==> src/rtl/ula_seq_seg.sv <==
// Signed sequential ALU: single-cycle add/sub/logic/acc/clr, shift-add multiply, sign+hex 7-seg.
// Optional build macro ULA_SAT_EN: saturate add/sub/acc/mul on signed overflow instead of wrapping.
module ula_seq_seg #(
  parameter int NBITS = 4
) (
  input  logic             clk_2,
  input  logic             reset_n,
  input  logic             start,
  input  logic [2:0]       op,
  input  logic [NBITS-1:0] a,
  input  logic [NBITS-1:0] b,
  output logic             busy,
  output logic             done,
  output logic [NBITS-1:0] result,
  output logic             ovf,
  output logic             carry,
  output logic             zero,
  output logic             neg,
  output logic [7:0]       seg
);
  localparam int N  = NBITS;
  localparam int W2 = 2 * NBITS;
  localparam logic [N-1:0] MAXV = {1'b0, {(N-1){1'b1}}};
  localparam logic [N-1:0] MINV = {1'b1, {(N-1){1'b0}}};
  localparam logic [4:0]   LAST = 5'(N - 1);

  typedef enum logic {IDLE, MUL} state_t;

  state_t         state_q;
  logic           busy_q, done_q, ovf_q, carry_q, sgn_q;
  logic [N-1:0]   result_q;
  logic [W2-1:0]  mcand_q, prod_q;
  logic [N:0]     mplier_q;
  logic [4:0]     cnt_q;

  logic [N:0]     sum, diff, accs, ax, bx, maga, magb;
  logic [N-1:0]   alu_res, mul_res;
  logic           alu_ovf, alu_c, sat_neg, mul_ovf;
  logic [W2-1:0]  prod_nx, sprod;

  assign ax   = {a[N-1], a};
  assign bx   = {b[N-1], b};
  assign maga = a[N-1] ? -ax : ax;
  assign magb = b[N-1] ? -bx : bx;

  always_comb begin
    sum     = {1'b0, a} + {1'b0, b};
    diff    = {1'b0, a} - {1'b0, b};
    accs    = {1'b0, result_q} + {1'b0, a};
    alu_res = '0;
    alu_ovf = 1'b0;
    alu_c   = 1'b0;
    sat_neg = 1'b0;
    case (op)
      3'b000: begin
        alu_res = sum[N-1:0];
        alu_c   = sum[N];
        alu_ovf = (a[N-1] == b[N-1]) && (sum[N-1] != a[N-1]);
        sat_neg = a[N-1];
      end
      3'b001: begin
        alu_res = diff[N-1:0];
        alu_c   = diff[N];
        alu_ovf = (a[N-1] != b[N-1]) && (diff[N-1] != a[N-1]);
        sat_neg = a[N-1];
      end
      3'b010:  alu_res = a & b;
      3'b011:  alu_res = a | b;
      3'b100:  alu_res = a ^ b;
      3'b110: begin
        alu_res = accs[N-1:0];
        alu_c   = accs[N];
        alu_ovf = (result_q[N-1] == a[N-1]) && (accs[N-1] != a[N-1]);
        sat_neg = a[N-1];
      end
      default: alu_res = '0;
    endcase
`ifdef ULA_SAT_EN
    if (alu_ovf) alu_res = sat_neg ? MINV : MAXV;
`endif
  end

  // Final multiply step is folded in combinationally so the result lands on the NBITS-th MUL edge.
  always_comb begin
    prod_nx = prod_q + (mplier_q[0] ? mcand_q : '0);
    sprod   = sgn_q ? -prod_nx : prod_nx;
    mul_ovf = !((&sprod[W2-1:N-1]) || !(|sprod[W2-1:N-1]));
    mul_res = sprod[N-1:0];
`ifdef ULA_SAT_EN
    if (mul_ovf) mul_res = sgn_q ? MINV : MAXV;
`endif
  end

  always_ff @(posedge clk_2 or negedge reset_n) begin
    if (!reset_n) begin
      state_q  <= IDLE;
      busy_q   <= 1'b0;
      done_q   <= 1'b0;
      ovf_q    <= 1'b0;
      carry_q  <= 1'b0;
      sgn_q    <= 1'b0;
      result_q <= '0;
      mcand_q  <= '0;
      prod_q   <= '0;
      mplier_q <= '0;
      cnt_q    <= '0;
    end else begin
      done_q <= 1'b0;
      case (state_q)
        IDLE: if (start) begin
          if (op == 3'b101) begin
            state_q  <= MUL;
            busy_q   <= 1'b1;
            mcand_q  <= W2'(maga);
            mplier_q <= magb;
            prod_q   <= '0;
            cnt_q    <= '0;
            sgn_q    <= a[N-1] ^ b[N-1];
          end else begin
            result_q <= alu_res;
            ovf_q    <= alu_ovf;
            carry_q  <= alu_c;
            done_q   <= 1'b1;
          end
        end
        MUL: begin
          prod_q   <= prod_nx;
          mcand_q  <= mcand_q << 1;
          mplier_q <= mplier_q >> 1;
          cnt_q    <= cnt_q + 5'd1;
          if (cnt_q == LAST) begin
            state_q  <= IDLE;
            busy_q   <= 1'b0;
            result_q <= mul_res;
            ovf_q    <= mul_ovf;
            carry_q  <= 1'b0;
            done_q   <= 1'b1;
          end
        end
        default: state_q <= IDLE;
      endcase
    end
  end

  // Only the low hex digit of |result| is shown, so 4-bit negation is exact.
  logic [3:0] r4, dig;
  generate
    if (N >= 4) begin : g_wide
      assign r4 = result_q[3:0];
    end else begin : g_narrow
      assign r4 = {{(4-N){result_q[N-1]}}, result_q};
    end
  endgenerate
  assign dig = result_q[N-1] ? (~r4 + 4'd1) : r4;

  logic [6:0] segs;
  always_comb begin
    case (dig)
      4'h0: segs = 7'h3F;  4'h1: segs = 7'h06;  4'h2: segs = 7'h5B;  4'h3: segs = 7'h4F;
      4'h4: segs = 7'h66;  4'h5: segs = 7'h6D;  4'h6: segs = 7'h7D;  4'h7: segs = 7'h07;
      4'h8: segs = 7'h7F;  4'h9: segs = 7'h6F;  4'hA: segs = 7'h77;  4'hB: segs = 7'h7C;
      4'hC: segs = 7'h39;  4'hD: segs = 7'h5E;  4'hE: segs = 7'h79;  default: segs = 7'h71;
    endcase
  end

  assign busy   = busy_q;
  assign done   = done_q;
  assign result = result_q;
  assign ovf    = ovf_q;
  assign carry  = carry_q;
  assign zero   = (result_q == '0);
  assign neg    = result_q[N-1];
  assign seg    = {result_q[N-1], segs};
endmodule

==> config.mk <==
export PLATFORM = sky130hd
export DESIGN_NAME = ula_seq_seg
export DESIGN_NICKNAME = d
export VERILOG_FILES = /design/src/rtl/ula_seq_seg.sv
export SDC_FILE = /design/constraint.sdc
export NUM_CORES = 1
export LEC_CHECK = 0
export CORE_ASPECT_RATIO = 1.25
export CORE_UTILIZATION = 60
export DETAILED_ROUTE_END_ITERATION = 10
export MAX_ROUTING_LAYER = met4
export PLACE_DENSITY = 0.93
export RECOVER_POWER = 100
export SYNTH_ARGS = -nofsm -noshare
export SYNTH_HDL_FRONTEND = slang
export SYNTH_SLANG_ARGS = --single-unit
==> constraint.sdc <==
create_clock -name clk_2 -period 9.1 [get_ports clk_2]
set_clock_uncertainty 0.05 [all_clocks]
set_input_delay 1.365 -clock clk_2 [delete_from_list [all_inputs] [get_ports clk_2]]
set_output_delay 1.365 -clock clk_2 [all_outputs]
set_load 0.02 [all_outputs]
==> flow_summary_export.csv <==
group,metric,value,unit
run_status,run_status,"finished, violations left",
run_status,violations_in_the_final_reports,"max-capacitance violations, max-slew violations",
synthesis,dominant_cell_by_count_in_the_synthesized_netlist,"sky130_fd_sc_hd__nand2_1",
power,total_switching_power,0.621,mW
floorplanning,core_area,5440,um^2
sta,minimum_clock_period_after_layout,4640,ps
sta,final_hold_viol_count,0,
synthesis,synth_largest_area_cell,"sky130_fd_sc_hd__dfrtp_1",
global_routing,grt_pass1_vias,2996,
drt,drt-initial-drc-count,208,
run,maxCapViolations,1,
worst_hold_path,hold_path_class,"flip-flop to flip-flop",
synthesis,post_synth.cell_area_avg,8.03,um^2
clock_network,tritoncts,"done",
synthesis,synth_top_area_frac,0.265,
clock_network,ctsHtreeMaxLevel,2,
critical_path,endpoint_kind,"primary output",
sta,final_setup_fails,0,
floorplanning,fp.dieArea,5980,um^2
critical_path,critPathSlowestCell,"sky130_fd_sc_hd__dlygate4sd3_1",
drt,detail_route.vias_per_cell,6.05,
synthesis,yosysUniqueCellTypes,60,
clock_network,numCtsBuffers,5,
floorplanning,die_h,86.2,um
clock_network,cts_setup_buffers,0,
power,pwr_density_cell,332,nW/um^2
floorplanning,starting_density_of_the_core,0.626,
sta,period_utilisation_layout,0.509,
synthesis,yosys_warnings,0,
global_routing,groute.usage.overall,0.284,
synthesis,synthFlopType,"sky130_fd_sc_hd__dfrtp_1",
global_routing,grt_start_max_net_pins,53,
placed_design,dp.cells,499,
global_routing,grt.overflow.total,0,
cells_and_area,syn2layout_area_growth,12.0,%
floorplanning,dieWidth,69.4,um
clock_network,postCtsHoldBufs,0,
cells_and_area,post_layout_nonfiller_instances,507,
cells_and_area,num-fill-cells,430,
critical_path,worst_path_largest_cell_delay,680,ps
synthesis,netlist_top_cells_area,"sky130_fd_sc_hd__dfrtp_1, sky130_fd_sc_hd__ha_1, sky130_fd_sc_hd__nand2_1",
drt,via_count,3066,
power,clock_power_share,0.099,
sta,final_max_slew_viol_count,37,
clock_network,cts-root-buf,"sky130_fd_sc_hd__clkbuf_8",
placed_design,count_of_input_and_output_buffers,31,
critical_path,crit_path_cell_trace,"inv_1 > ha_1 > nor2_1 > xnor2_1 > nor2b_1 > a21oi_1 > nor2_1 > a31oi_1 > dlygate4sd3_1",
clock_network,clock_path_buffers,2,
power,pwr-share-comb,0.669,
sta,timing_worst_slew_pin_value,1990,ps
synthesis,synth.cell_area,3410,um^2
placed_design,gp_routability_congestion,0.952,
floorplanning,num_io_pins,32,
sta,relative_slew_slack,-0.330,
synthesis,synth-seq-cells,36,
cells_and_area,postLayoutCoreUtil,0.701,
cells_and_area,n_antenna_cell,0,
critical_path,crit_top_cell,"sky130_fd_sc_hd__nor2_1",
power,internal_power_of_the_cells,0.647,mW
critical_path,worst_setup_path_start_kind,"flip-flop",
clock_network,path_clk_slew,80,ps
global_routing,antenna_violations_before_repair,0,
synthesis,synthesis.nets,476,
synthesis,synthTopCellsByCount,"sky130_fd_sc_hd__nand2_1, sky130_fd_sc_hd__nor2_1, sky130_fd_sc_hd__dfrtp_1",
critical_path,critical_path_required,7690,ps
critical_path,worst-setup-path-type,"flip-flop to primary output",
floorplanning,rows,30,
clock_network,numClockSinks,36,
power,post-layout-total-power,1.27,mW
clock_network,cts_resized,0,
power,worst_ir_drop_vdd,0.182,mV
critical_path,crit_arrival,3220,ps
sta,rsz0062_at_grt,"no",
power,power_frac_seq,0.232,
drt,drt-total-wl,7800,um
power,power.share.switching,0.489,
sta,timing.fmax,0.216,GHz
critical_path,critPathMaxFanout,9,
drt,drc,0,
synthesis,synth_seq_area_share,0.265,
clock_network,clock_latency,300,ps
cells_and_area,drive_gt1_frac,0.0406,
synthesis,syn-instance-count,424,
sta,finalHoldWorstSlack,435,ps
global_routing,wire_length_of_the_first_global_routing_pass,13200,um
placed_design,detailed_place_hpwl,5990,um
synthesis,synth_edf_count,0,
sta,setup_tns,0,ps
cells_and_area,design.final.nets,494,
power,p_leak,1.71,nW
drt,routed_wire_length_per_instance,15.4,um
synthesis,synthArstFlopShare,1.00,
drt,antenna_violating_nets_post_route,0,
drt,drt-pass1-iter-count,5,
## cells in the final DEF (no fill, tap or decap), types with 3 or more instances in the layout
cell type                         count
sky130_fd_sc_hd__a221o_1              3
sky130_fd_sc_hd__xor2_1               6
sky130_fd_sc_hd__a221oi_1             4
sky130_fd_sc_hd__fa_1                 4
sky130_fd_sc_hd__clkdlybuf4s50_1      8
sky130_fd_sc_hd__clkbuf_8             6
sky130_fd_sc_hd__inv_1               27
sky130_fd_sc_hd__dfrtp_1             36
sky130_fd_sc_hd__mux2i_1             12
sky130_fd_sc_hd__xnor2_1             11
sky130_fd_sc_hd__nand3b_1             3
sky130_fd_sc_hd__dlygate4sd3_1       23
sky130_fd_sc_hd__a21oi_1             30
sky130_fd_sc_hd__a31oi_1              4
sky130_fd_sc_hd__nor2b_1             11
sky130_fd_sc_hd__o221ai_1             4
sky130_fd_sc_hd__a211oi_1             6
sky130_fd_sc_hd__a22o_1               3
sky130_fd_sc_hd__o31ai_1              3
sky130_fd_sc_hd__nor3b_1              3
sky130_fd_sc_hd__ha_1                34
sky130_fd_sc_hd__or3_1                3
sky130_fd_sc_hd__nor2_1              40
sky130_fd_sc_hd__nor3_1               4
sky130_fd_sc_hd__a21o_1               5
sky130_fd_sc_hd__o21ai_0             29
sky130_fd_sc_hd__o211ai_1             3
sky130_fd_sc_hd__nand3_1              6
sky130_fd_sc_hd__and2_1               8
sky130_fd_sc_hd__nand2_1             53
sky130_fd_sc_hd__nand2b_1             8
sky130_fd_sc_hd__o21bai_1             3
## critical path: cells and delay by family (launching register included)
kind	cells	cell delay, ps
XOR/XNOR	1	320
AO/OA/AOI/OAI	2	310
buffers and inverters	2	840
flip-flops	1	480
AND/OR/NAND/NOR	3	670
adder cells (fa/ha/maj)	1	290
## final cells by class
class,instances,area (um^2),share of cell area
Multi-Input combinational cell,338,2310,0.605
Sequential cell,36,901,0.236
Timing Repair Buffer,34,329,0.0863
Inverter,27,101,0.0266
Clock buffer,6,82.6,0.0217
Tap cell,64,80.1,0.0210
Clock inverter,2,13.8,0.00361
## sequential cells by signal (all words and copies together) (netlist names)
register / flops
sgn_q: 1
prod_q: 8
ovf: 1
result: 4
state_q: 1
carry: 1
mcand_q: 8
busy: 1
done: 1
cnt_q: 5
mplier_q: 5
## power groups by stage
stage | logic [mW] | clock network [mW] | registers, mW
6_report | 0.848 | 0.126 | 0.294
5_1_grt | 0.936 | 0.132 | 0.305
4_1_cts | 0.868 | 0.128 | 0.294
3_5_place_dp | 0.863 | 0 | 0.297
3_3_place_gp | 0.837 | 0 | 0.292
2_1_floorplan | 0.620 | 0 | 0.292
## stage by stage
step           area (um^2)  setup WS, ps
2_1_floorplan         3410          5410
3_3_place_gp          3720          5060
3_5_place_dp          3720          4850
4_1_cts               3820          4520
5_1_grt               3810          4190
6_report              3810          4460
## routing by layer
| metal | share of wire | track usage | vias up |
|---|---|---|---|
| met4 | 0.027 | 0.139 | 0 |
| met1 | 0.42 | 0.317 | 1443 |
| met5 | 0 | - | - |
| li1 | - | - | 1527 |
| met3 | 0.039 | 0.0558 | 19 |
| met2 | 0.52 | 0.485 | 77 |
## logic make-up (layout without fill, tap and decap cells)
kind of cell	count (synthesis)	after routing	synth area share
DFF	36	36	0.265
buffers and inverters	50	69	0.0584
AOI/OAI and AO/OA	114	114	0.220
muxes	14	14	0.0419
xor gates and xnor gates	18	18	0.0485
adders and majority gates	38	38	0.148
and+or+nand+nor	154	154	0.219
## final timing paths
path	from	to	slack, ps	cells after the start
worst max-delay path	result[0]	seg[6]	4460	9
worst min-delay path	carry	carry	430	2
worst max register to register	mplier_q[0]	ovf	5680	12
worst min register to register	carry	carry	430	2
max in group asynchronous	reset_n	mplier_q[3]	5740	2
min in group asynchronous	reset_n	prod_q[4]	2110	2
Note: power is estimated with default switching activity, not from simulation.
==> variant, RTL diff (same flow settings) <==
Set the parameter `NBITS` to 6 (it was 4).
--- a/src/rtl/ula_seq_seg.sv
+++ b/src/rtl/ula_seq_seg.sv
@@ -2,5 +2,5 @@
 // Optional build macro ULA_SAT_EN: saturate add/sub/acc/mul on signed overflow instead of wrapping.
 module ula_seq_seg #(
-  parameter int NBITS = 4
+  parameter int NBITS = 6
 ) (
   input  logic             clk_2,
Ports: changed (resized a, b and result); port bits go from 32 to 38. No check against the original RTL was run, so the function may have changed too.
==> variant against the unedited design <==
The run still ends with capacitance limit, slew limit left. Via count up 37%. Register-to-register slack worse by 0.25 ns. Die area up 35%. Sequential cell count up 12. Routed wire length up 54%. Cell area up 34%. Area after synthesis up 36%. Utilization down 1.3 points. Worst setup slack worse by 0.28 ns. Combinational power up 36%. Total power up 34%. Sequential power up 34%. Critical endpoint is now ovf.
==> variant: results (changes against the unedited design) <==
Final layout
  • Nonclk buf count: 42 (was 34)
  • Clk tree area frac: 2.27% (was 2.53%)
  • Fill count: 613 (was 430)
  • Fraction of area in multi-input gates: 61.9% (was 60.5%)
  • Layout cell share with drive strength beyond 1: 5.23% (was 4.06%)
  • Inverter count: 32 (was 27)
  • Data buffer area share: 7.72% (was 8.63%)
  • Clock buffers: 5 (was 6)

Place
  • Placed Cells: 677 (was 499)
  • Pre-CTS WS: 4.43 ns (was 4.85 ns)

Clock network
  • CTS clk-pin slew, worst paths: 0.11 ns (was 0.08 ns)

Logic synthesis
  • Synth Area in Adders: 14.4% (was 14.8%)
  • Synth cell types: 66 (was 60)
  • Syn nets: 645 (was 476)

Critical path
  • Worst setup path end: ovf (was seg[6])
  • Max FO, Critical Path: 8 (was 9)
  • R2R setup slack: 5.43 ns (was 5.68 ns)

Status
  • Run status: complete, but fails checks (unchanged)
  • Failing checks: capacitance limit, slew limit (unchanged)

STA
  • Min Hold Slack: 0.447 ns (was 0.435 ns)
  • Final Slew Violations: 93 (was 37)

Floorplan
  • Site Rows: 35 (was 30)

Worst hold path
  • Hold Startpoint: mplier_q[6] (was carry)

Drt
  • Via density: 6.14 (was 6.05)
  • Post-Route WL: 12000 um (was 7800 um)
  • DR iter-0 viols: 368 (was 208)

Pwr
  • Comb power frac: 67.2% (was 66.9%)
  • Max VDD drop: 0.258 mV (was 0.182 mV)

Run
  • Maxcap violations: 2 (was 1)
## variant: cell count changes in the layout (fill, tap and decap cells not counted), sizes merged, moves of 12 or more
| cell | change |
|---|---|
| o21ai | +22 |
| nand2 | +18 |
| xnor2 | +18 |
| a21oi | +13 |
| ha | +13 |
| dfrtp | +12 |
## variant: routing by layer
| metal | track usage [%] | vias up |
|---|---|---|
| met1 | 41.0 | 1973 |
| met2 | 53.3 | 144 |
| met5 | - | - |
| met3 | 3.36 | 24 |
| met4 | 11.7 | 0 |
| li1 | - | 2064 |
## variant: worst max-delay path, stage by stage
cell	delay [ns]
dlygate4sd3_1	0.78
inv_1	0.19
ha_1	0.35
o21bai_1	0.10
nor4b_1	0.17
a2111oi_0	0.90
o22ai_1	0.21
a221o_1	0.33
o2bb2ai_1	0.16
nor4_1	0.28
a31o_1	0.19
a21oi_1	0.04
